File: src/rtl/mc_ctrl_fsm.sv
// rtl/mc_ctrl_fsm.sv - multi-cycle CPU control FSM with memory handshakes, timeouts, HALT/FAULT
// Optional retired-instruction counter enabled by defining MC_PERF_CNT_EN.
module mc_ctrl_fsm #(
    parameter int OP_W        = 6,
    parameter int TMO_W       = 4,
    parameter int MEM_TIMEOUT = 15
) (
    input  logic            clk,
    input  logic            rst,
    input  logic [OP_W-1:0] opcode,
    input  logic            zero,
    input  logic            sign,
    input  logic            imem_ready,
    input  logic            dmem_ready,
    output logic            imem_req,
    output logic            PCWre,
    output logic            IRWre,
    output logic            RegWre,
    output logic            mRD,
    output logic            mWR,
    output logic            ALUSrcA,
    output logic            ALUSrcB,
    output logic            DBDataSrc,
    output logic            WrRegDSrc,
    output logic            ExtSel,
    output logic [1:0]      PCSrc,
    output logic [1:0]      RegDst,
    output logic [2:0]      ALUOp,
    output logic            halted,
    output logic            fault,
    output logic [1:0]      fault_code,
    output logic [3:0]      state_dbg,
    output logic [31:0]     instret
);
    localparam logic [3:0] S_IF = 4'd0, S_ID = 4'd1, S_EXE_M = 4'd2, S_MEM = 4'd3, S_WB_L = 4'd4;
    localparam logic [3:0] S_EXE_B = 4'd5, S_EXE_A = 4'd6, S_WB_A = 4'd7, S_HALT = 4'd8, S_FAULT = 4'd9;
    localparam logic [TMO_W-1:0] TMO_LAST = TMO_W'(MEM_TIMEOUT - 1);
    localparam logic [TMO_W-1:0] TMO_ONE  = TMO_W'(1);

    logic [3:0]       state_q, state_d;
    logic [TMO_W-1:0] cnt_q, cnt_d;
    logic [1:0]       fcode_q, fcode_d;

    logic [5:0]      op6;
    logic [OP_W-1:0] op_hi;
    logic            hi_ok, is_lw, is_sw, is_br, is_jmp, is_jal, is_halt, is_alu;
    logic            tmo_hit, taken;
    logic            req_c, pcw_c, irw_c, regw_c, mrd_c, mwr_c;
    logic [9:0]      sel;

    assign op6   = opcode[5:0];
    assign op_hi = opcode >> 6;
    assign hi_ok = (op_hi == '0);

    always_comb begin
        is_lw   = hi_ok && (op6 == 6'b110001);
        is_sw   = hi_ok && (op6 == 6'b110000);
        is_br   = hi_ok && (op6 == 6'b110100 || op6 == 6'b110101 || op6 == 6'b110110);
        is_jmp  = hi_ok && (op6 == 6'b111000 || op6 == 6'b111001);
        is_jal  = hi_ok && (op6 == 6'b111010);
        is_halt = hi_ok && (op6 == 6'b111111);
        is_alu  = 1'b0;
        if (hi_ok) begin
            case (op6)
                6'b000000, 6'b000001, 6'b000010, 6'b010000, 6'b010001,
                6'b010010, 6'b010011, 6'b011000, 6'b100110, 6'b100111: is_alu = 1'b1;
                default: is_alu = 1'b0;
            endcase
        end
    end

    // {ALUSrcA, ALUSrcB, DBDataSrc, WrRegDSrc, ExtSel, RegDst, ALUOp}
    always_comb begin
        case (op6)
            6'b000000: sel = 10'b0_0_0_1_0_10_000;
            6'b000001: sel = 10'b0_0_0_1_0_10_001;
            6'b010000: sel = 10'b0_0_0_1_0_10_100;
            6'b100111: sel = 10'b0_0_0_1_0_10_110;
            6'b000010: sel = 10'b0_1_0_1_1_01_000;
            6'b100110: sel = 10'b0_1_0_1_1_01_110;
            6'b010001: sel = 10'b0_1_0_1_0_01_100;
            6'b010010: sel = 10'b0_1_0_1_0_01_011;
            6'b010011: sel = 10'b0_1_0_1_0_01_111;
            6'b011000: sel = 10'b1_0_0_1_0_10_010;
            6'b110000: sel = 10'b0_1_0_1_1_00_000;
            6'b110001: sel = 10'b0_1_1_1_1_01_000;
            6'b110100, 6'b110101: sel = 10'b0_0_0_1_1_00_001;
            6'b110110: sel = 10'b0_0_0_1_1_00_000;
            6'b111000, 6'b111001, 6'b111111: sel = 10'b0_0_0_1_0_00_000;
            default:   sel = 10'b0_0_0_0_0_00_000;
        endcase
    end
    assign {ALUSrcA, ALUSrcB, DBDataSrc, WrRegDSrc, ExtSel, RegDst, ALUOp} = sel;

    always_comb begin
        case (op6)
            6'b110100: taken = zero;
            6'b110101: taken = !zero;
            6'b110110: taken = sign;
            default:   taken = 1'b0;
        endcase
        if (is_jal || (hi_ok && op6 == 6'b111000)) PCSrc = 2'b11;
        else if (hi_ok && op6 == 6'b111001)        PCSrc = 2'b10;
        else if (is_br && taken)                   PCSrc = 2'b01;
        else                                       PCSrc = 2'b00;
    end

    assign tmo_hit = (MEM_TIMEOUT != 0) && (cnt_q == TMO_LAST);

    always_comb begin
        state_d = state_q;
        fcode_d = fcode_q;
        req_c   = 1'b0;
        pcw_c   = 1'b0;
        irw_c   = 1'b0;
        regw_c  = 1'b0;
        mrd_c   = 1'b0;
        mwr_c   = 1'b0;
        case (state_q)
            S_IF: begin
                if (imem_ready) begin
                    req_c   = 1'b1;
                    irw_c   = 1'b1;
                    state_d = S_ID;
                end else if (tmo_hit) begin
                    state_d = S_FAULT;
                    fcode_d = 2'b01;
                end else begin
                    req_c = 1'b1;
                end
            end
            S_ID: begin
                if (is_br)         state_d = S_EXE_B;
                else if (is_lw || is_sw) state_d = S_EXE_M;
                else if (is_jmp || is_jal) begin
                    pcw_c   = 1'b1;
                    regw_c  = is_jal;
                    state_d = S_IF;
                end
                else if (is_halt)  state_d = S_HALT;
                else if (is_alu)   state_d = S_EXE_A;
                else begin
                    state_d = S_FAULT;
                    fcode_d = 2'b10;
                end
            end
            S_EXE_A: state_d = S_WB_A;
            S_EXE_M: state_d = S_MEM;
            S_EXE_B: begin
                pcw_c   = 1'b1;
                state_d = S_IF;
            end
            S_WB_A, S_WB_L: begin
                regw_c  = 1'b1;
                pcw_c   = 1'b1;
                state_d = S_IF;
            end
            S_MEM: begin
                if (dmem_ready) begin
                    mrd_c = is_lw;
                    mwr_c = is_sw;
                    if (is_lw) state_d = S_WB_L;
                    else begin
                        pcw_c   = 1'b1;
                        state_d = S_IF;
                    end
                end else if (tmo_hit) begin
                    state_d = S_FAULT;
                    fcode_d = 2'b01;
                end else begin
                    mrd_c = is_lw;
                    mwr_c = is_sw;
                end
            end
            S_HALT, S_FAULT: state_d = state_q;
            default: state_d = S_IF;
        endcase
    end

    // The counter only runs while parked in IF/MEM; every exit (ready, timeout) clears it.
    assign cnt_d = ((state_q == S_IF || state_q == S_MEM) && state_d == state_q) ? cnt_q + TMO_ONE : '0;

    always_ff @(posedge clk or negedge rst) begin
        if (!rst) begin
            state_q <= S_IF;
            cnt_q   <= '0;
            fcode_q <= 2'b00;
        end else begin
            state_q <= state_d;
            cnt_q   <= cnt_d;
            fcode_q <= fcode_d;
        end
    end

    // Gate with reset so an in-flight write strobe falls the moment reset asserts.
    assign imem_req   = req_c  & rst;
    assign PCWre      = pcw_c  & rst;
    assign IRWre      = irw_c  & rst;
    assign RegWre     = regw_c & rst;
    assign mRD        = mrd_c  & rst;
    assign mWR        = mwr_c  & rst;
    assign halted     = (state_q == S_HALT);
    assign fault      = (state_q == S_FAULT);
    assign fault_code = fcode_q;
    assign state_dbg  = state_q;

`ifdef MC_PERF_CNT_EN
    logic [31:0] instret_q;
    always_ff @(posedge clk or negedge rst) begin
        if (!rst)       instret_q <= '0;
        else if (PCWre) instret_q <= instret_q + 32'd1;
    end
    assign instret = instret_q;
`else
    assign instret = '0;
`endif
endmodule

File: config.mk
export PLATFORM = sky130hd
export DESIGN_NAME = mc_ctrl_fsm
export DESIGN_NICKNAME = d
export VERILOG_FILES = /design/src/rtl/mc_ctrl_fsm.sv
export SDC_FILE = /design/constraint.sdc
export NUM_CORES = 1
export LEC_CHECK = 0
export CORE_MARGIN = 4
export CORE_UTILIZATION = 46
export CTS_BUF_LIST = sky130_fd_sc_hd__clkbuf_4
export DETAILED_ROUTE_END_ITERATION = 6
export MAX_ROUTING_LAYER = met4
export PLACE_DENSITY_LB_ADDON = 0.2
export SLEW_MARGIN = 0
export SYNTH_ARGS = -nofsm -noshare
export SYNTH_HDL_FRONTEND = slang
export SYNTH_SLANG_ARGS = --single-unit
export TNS_END_PERCENT = 1
File: constraint.sdc
create_clock -name clk -period 5.05 [get_ports clk]
set_input_delay 0.505 -clock clk [delete_from_list [all_inputs] [get_ports clk]]
set_output_delay 0.505 -clock clk [all_outputs]
set_load 0.005 [all_outputs]
==> parameters.txt <==
Parameter                              Value

Floorplanning
  Initial core utilization ... 0.488
  Total core area ... 3080 µm²
  Overall die width ... 65.1 µm
  Height of the die ... 65.1 µm
  Top-level I/O count ... 70
  Std-Cell Rows ... 20
  Die area ... 4240 µm²

Setup path
  Required time at the worst-slack endpoint ... 4550 ps
  Count of buffer and inverter cells on the critical path ... 3
  Crit. End Element ... output pin
  Setup crit start ... opcode[3]
  Max stage delay cell, worst path ... sky130_fd_sc_hd__clkdlybuf4s50_1
  R2R depth ... 7
  Type of the worst setup path ... in -> out
  Slowest stage delay, CP ... 940 ps
  Type of element launching the critical path ... input port
  Cells along the critical path ... clkdlybuf4s50_1 > inv_2 > a41o_1 > a22o_1 > a2111oi_2 > clkdlybuf4s50_1
  Cell type group with the largest total delay on the critical path ... buffers and inverters
  RR Endpoint ... fault_code[1]$_DFFE_PN0P_
  Data arrival time at the worst-slack endpoint ... 2950 ps
  Largest fanout of any net on the critical path ... 18
  Reg-to-reg setup timing slack ... 3300 ps
  Reg2Reg Launch Point ... cnt_q[0]$_DFF_PN0_
  Most used cell, CP ... sky130_fd_sc_hd__clkdlybuf4s50_1

Global routing
  Overflow left after global routing ... 0
  First-pass GRT wire length ... 5.98 mm
  Combined global-route utilization of all metal layers ... 0.178
  Pin count of the biggest net entering global routing ... 26
  Initial antenna violation count ... 0
  Via count of the first global-routing pass ... 1333

Drt
  Vias post-DR ... 1501
  DRC violation total after the first TritonRoute iteration ... 66
  Antenna viol nets, final ... 0
  Via count normalized by instance count ... 5.38
  Drc violations ... 0
  Number of iterations in the first detailed-routing pass ... 4
  Average wire per standard cell ... 12.8 µm
  Final Routed Wirelength ... 3.58 mm

CTS
  Resized Gates After CTS ... 0
  Clock root cell ... sky130_fd_sc_hd__clkbuf_4
  CTS tree ... yes
  H-tree level count ... 1
  Longest Clk Path Bufs ... 2
  Clk slew on worst S/H paths ... 70 ps
  Clock insertion delay at the later pin of the skew report ... 280 ps
  Clk sink count ... 10
  Clock buffer count from CTS ... 3
  Number of hold-repair buffers added at the cts stage ... 0
  Number of buffers inserted by post-CTS setup repair ... 0

Synth
  Total of flip-flops plus latches after synthesis ... 10
  Simple-gate area share of the yosys netlist ... 0.306
  Sequential area share after synthesis ... 0.167
  Synthesized area divided by synthesized cell count ... 7.22 µm²
  EDFF count, synth ... 0
  Number of standard cells after synthesis ... 208
  Xor and xnor fraction of the mapped netlist area ... 0.0233
  Share of flip-flops with an asynchronous set or reset ... 1.00
  Dominant combinational cell family by area after synthesis ... simple AND/OR/NAND/NOR gates
  Adder-cell share of the synthesized area ... 0.0167
  Synth Warn # ... 0
  Top FF cell, synth ... sky130_fd_sc_hd__dfrtp_1
  Post-synth cell types ... 55
  Post-synthesis mux area share ... 0
  Fraction of the mapped netlist area in compound gates ... 0.254
  Post-synth design cell area ... 1500 µm²

Timing
  Transition time at the pin with the least slew margin ... 835 ps
  Fin worst setup slack ... 1600 ps
  Shortest period the worst path allows ... 3450 ps
  Unrepaired setup endpoints after global routing ... false
  Final Max Tran Viols ... 0
  Setup_tns ... 0 ps
  Headroom to the max-slew limit ... 0.441
  Final hold viol count ... 0
  Max Clock Skew ... 5.09 ps
  Max Clock Freq ... 290 MHz
  Setup-violating endpoint count in the final report ... 0
  Final period utilization ... 0.683

Layout
  Area growth from synthesis to layout ... 16.7%
  Count of filler cells inserted in the layout ... 322
  Layout Utilization ... 0.570
  Diode count ... 0
  Non-filler cells in the finished layout ... 279
  Layout net count ... 250
  Fraction of final layout cells with drive strength greater than 1 ... 0.0426

Power
  Lkg Pwr ... 0.000735 µW
  Power per standard cell area ... 253 nW/µm²
  Max VDD drop ... 0.192 mV

Placement
  RePlAce Congestion ... 0.859
  Count of buffers from port buffering ... 37
  Placed Cells incl. Taps ... 275
  Placement Setup Slack ... 1610 ps
  DP Wirelength ... 2.72 mm

Worst hold path
  Cell depth of the worst hold path ... 1
  Hold-critical path endpoint ... cnt_q[0]$_DFF_PN0_
  Worst hold path type ... reg -> reg
  Worst Hold Launch ... cnt_q[0]$_DFF_PN0_

Status
  Status ... completed

Run
  Number of maximum-capacitance constraint violations ... 0
## flip-flops by register name, summed over array words and instances, names as in the netlist
signal and count:
cnt_q 4, state_dbg 4, fault_code 2
## how the worst max path moves through the flow
| stage | end | slack (ps) | cells past startpoint |
|---|---|---|---|
| 2_1_floorplan | RegWre | 3060 | 5 |
| 3_3_place_gp | WrRegDSrc | 1640 | 6 |
| 3_5_place_dp | WrRegDSrc | 1610 | 6 |
| 4_1_cts | WrRegDSrc | 1610 | 6 |
| 5_1_grt | RegWre | 1430 | 6 |
| 6_report | WrRegDSrc | 1600 | 6 |
## cell usage in the layout, fill, tap and decap left out, types with 2 or more instances in the layout
cell                               n
sky130_fd_sc_hd__o21ai_1           6
sky130_fd_sc_hd__nand3_1           7
sky130_fd_sc_hd__o22ai_1           4
sky130_fd_sc_hd__nand2b_1          8
sky130_fd_sc_hd__o221ai_1          2
sky130_fd_sc_hd__conb_1           32
sky130_fd_sc_hd__ha_1              2
sky130_fd_sc_hd__nor3_1            3
sky130_fd_sc_hd__xnor2_1           3
sky130_fd_sc_hd__nor4_1            4
sky130_fd_sc_hd__inv_1             7
sky130_fd_sc_hd__nor2b_1           6
sky130_fd_sc_hd__nand2_1          10
sky130_fd_sc_hd__and4b_1           2
sky130_fd_sc_hd__nor2_1           22
sky130_fd_sc_hd__clkbuf_4          3
sky130_fd_sc_hd__nand3b_1          2
sky130_fd_sc_hd__a22o_1            2
sky130_fd_sc_hd__a31oi_1           3
sky130_fd_sc_hd__and2_1            2
sky130_fd_sc_hd__a22oi_1           2
sky130_fd_sc_hd__o21ai_0           5
sky130_fd_sc_hd__a21o_1            2
sky130_fd_sc_hd__dfrtp_1          10
sky130_fd_sc_hd__o31ai_1           3
sky130_fd_sc_hd__and3_1            6
sky130_fd_sc_hd__a21oi_1          11
sky130_fd_sc_hd__a211oi_1          2
sky130_fd_sc_hd__clkdlybuf4s50_1  37
sky130_fd_sc_hd__a32oi_1           2
## area by class of cell
| type | instances | area [µm²] | area share |
|---|---|---|---|
| Timing Repair Buffer | 37 | 370 | 0.211 |
| Sequential cell | 10 | 250 | 0.143 |
| Inverter | 8 | 30.0 | 0.0171 |
| Tap cell | 44 | 55.1 | 0.0314 |
| Clock buffer | 3 | 22.5 | 0.0128 |
| Clock inverter | 1 | 3.75 | 0.00214 |
| Multi-Input combinational cell | 176 | 1020 | 0.582 |
## per-stage QoR
step	instance area, µm²	power, µW	hold slack [ps]
after detailed placement	1730	386	480
after global routing	1750	488	514
after global placement	1730	384	480
after CTS	1750	446	490
after floorplan	1620	298	209
final	1750	444	488
## metal layers
metal	vias up	GRT usage	part of all wire
met2	68	0.281	0.46
met5	-	-	0
li1	733	-	-
met3	7	0.0410	0.083
met1	693	0.230	0.45
met4	0	0.0466	0.010
## worst register-to-register path, cell delays in order, from the launching register on
cell and delay [ps]:
sky130_fd_sc_hd__dfrtp_1 390, sky130_fd_sc_hd__inv_1 60, sky130_fd_sc_hd__ha_1 220, sky130_fd_sc_hd__and3_1 230
sky130_fd_sc_hd__and2b_1 180, sky130_fd_sc_hd__o2bb2ai_1 110, sky130_fd_sc_hd__and4b_1 220, sky130_fd_sc_hd__o221a_1 240
## synth_stat cells (all sizes together) (2+ instances only)
library cell  instances  area, µm²
nor3                  4       25.0
a21oi                11       55.1
nand3b                2       15.0
o22ai                 4       25.0
inv                   8       30.0
nor2                 23       88.8
nor3b                 2       20.0
nand2b                9       63.8
nor2b                 6       37.5
xnor2                 3       26.3
ha                    2       25.0
o21ai                11       55.1
a31oi                 3       18.8
and3                  6       37.5
nand3                 7       35.0
o31ai                 3       22.5
a211oi                2       15.0
a22o                  2       17.5
o221ai                2       17.5
and2                  2       12.5
dfrtp                10        250
a21o                  2       15.0
nand2                11       43.8
nor4                  4       25.0
a32oi                 2       17.5
a22oi                 2       15.0
and4b                 2       20.0
buf                  45        317
## power breakdown
group | total (µW) | internal, µW | switching, µW
Combinational | 244 | 128 | 116
Clock | 59.9 | 28.7 | 31.2
Sequential | 140 | 103 | 36.9
Total | 444 | 260 | 184
## kinds of logic (layout without fill, tap and decap cells)
logic type	after synthesis	after routing
buf+inv	53	49
simple gates	83	83
other cells	1	32
fa+ha+maj	2	2
compound gates	55	55
flops	10	10
xor+xnor	4	4
(Power assumes the default switching activity.)
==> edit (same settings) <==
The option `MC_PERF_CNT_EN` is turned on by a define.
--- a/src/rtl/mc_ctrl_fsm.sv
+++ b/src/rtl/mc_ctrl_fsm.sv
@@ -1,4 +1,6 @@
 // rtl/mc_ctrl_fsm.sv - multi-cycle CPU control FSM with memory handshakes, timeouts, HALT/FAULT
 // Optional retired-instruction counter enabled by defining MC_PERF_CNT_EN.
+`define MC_PERF_CNT_EN
+
 module mc_ctrl_fsm #(
     parameter int OP_W        = 6,
Function: changed (a bounded check fails within 4 cycles, from zero or initial values and one cycle with rst low).
==> edit against the unedited design <==
- sequential cell count rose by 32
- synthesized area rose by 92%
- hold slack got worse by 0.27 ns
- total power rose by 130%
- worst setup slack got worse by 0.20 ns
- sequential share of layout area rose by 15 points
- final area rose by 110%
- routed wire length rose by 100%
==> edit: results <==
[run_status]
outcome = "finished, final reports clean"

[place]
dpl-instance-area_mm2 = 0.003557
dp.final_hpwl_um = 5269
dp_cells = 453
io_buffers = 69
place_congestion = 0.8812
dpl_worst_slack_ns = 1.492

[worst_setup_path]
regToRegEndpoint = "instret[3]$_DFFE_PN0P_"
cp_max_fo = 22
arrival_ns = 3.15
crit_start = "opcode[5]"
worst-r2r-cell-count = 5
reg2reg_slack_ns = 2.72
rr_startpoint = "state_dbg[1]$_DFF_PN0_"

[clock_network]
clock_latency_ns = 0.35
cts.reportedPaths.clkPinSlew_ns = 0.13
htree_levels = 2

[routing]
wire_per_inst_um = 15.59
dr_wl_met3_um = 436
met2_length_um = 3434
m1WireLength_um = 3164
vias = 2700

[final_layout]
final_cells = 461
drive_above_1_share_pct = 5.699
num-nets-final = 400

[synthesis]
synthTopCellsByCount = "dfrtp_1 (42), nor2_1 (32), xnor2_1 (21)"
synth_fp_nets = 346
synthTopCellsByArea = "dfrtp_1 (37%), xnor2_1 (6.4%), nor2_1 (4.2%)"
synth_top_flop_cell = "dfrtp_1"
synth-seq-area-share_pct = 36.54
syn_inst = 331
ys_types = 60

[power_and_ir_drop]
p_leak_nw = 1.530
ir_worst_vdd_v = 0.0002081

[global_route]
use_met1_pct = 25.98
grt_use_met2_pct = 31.88
grt_pass1_wl_um = 12070
grt_max_degree = 37
grt_pass1_vias = 2596

[timing]
relSlewSlack_pct = 31.07
finalHoldWorstSlack_ns = 0.2144

[min_path]
hold_path.class = "input port to async pin"
## edit: cell types whose count changed in the layout (fill, tap and decap cells not counted), moves of 5 or more
cell             before  now
dfrtp_1              10   42
nand3_1               7   16
conb_1               32    0
nor2_1               22   32
clkdlybuf4s50_1      37   68
inv_1                 7   12
xor2_1                1   12
o21ai_1               6    0
nand4_1               0   14
and4_1                0    5
xnor2_1               3   21
nor3_1                3   12
and3_1                6   14
nand2_1              10   20
## edit: worst max path at each step
stage / endpoint / slack [ns]
6_report: PCWre / 1.40
3_3_place_gp: PCWre / 1.57
2_1_floorplan: RegWre / 2.94
4_1_cts: PCWre / 1.47
5_1_grt: PCWre / 1.24
3_5_place_dp: PCWre / 1.49
## edit: cell type report
| type | instances | area, µm² | share of cell area (%) |
|---|---|---|---|
| clock inverter | 3 | 16.27 | 0.4505 |
| timing repair buffer | 73 | 715.7 | 19.82 |
| inverter | 12 | 45.04 | 1.247 |
| multi-input combinational | 251 | 1652 | 45.74 |
| tap | 75 | 93.84 | 2.599 |
| clock buffer | 5 | 37.54 | 1.040 |
| sequential | 42 | 1051 | 29.11 |
## edit: cells by family after synthesis
group                    after synthesis  share of synthesized area, %
AO/OA/AOI/OAI                         61                         14.96
XOR/XNOR                              33                         10.05
adder cells (fa/ha/maj)                3                         1.305
buffers and inverters                 38                         6.046
flip-flops                            42                         36.54
multiplexers                           3                         1.131
AND/OR/NAND/NOR                      151                         29.97
## edit: report_power, final
group	internal, W	switching (W)
logic	0.000194	0.000198
registers	0.000376	0.0000783
clock network	0.0000519	0.000109
total	0.000622	0.000385
## edit: critical path, cell delays in order
cell and delay, ns:
clkdlybuf4s50_1 0.92, nand4b_1 0.31, a21oi_2 0.26, a22o_1 0.17
buf_4 0.23, nand2_1 0.14, inv_1 0.10, clkdlybuf4s50_1 0.50
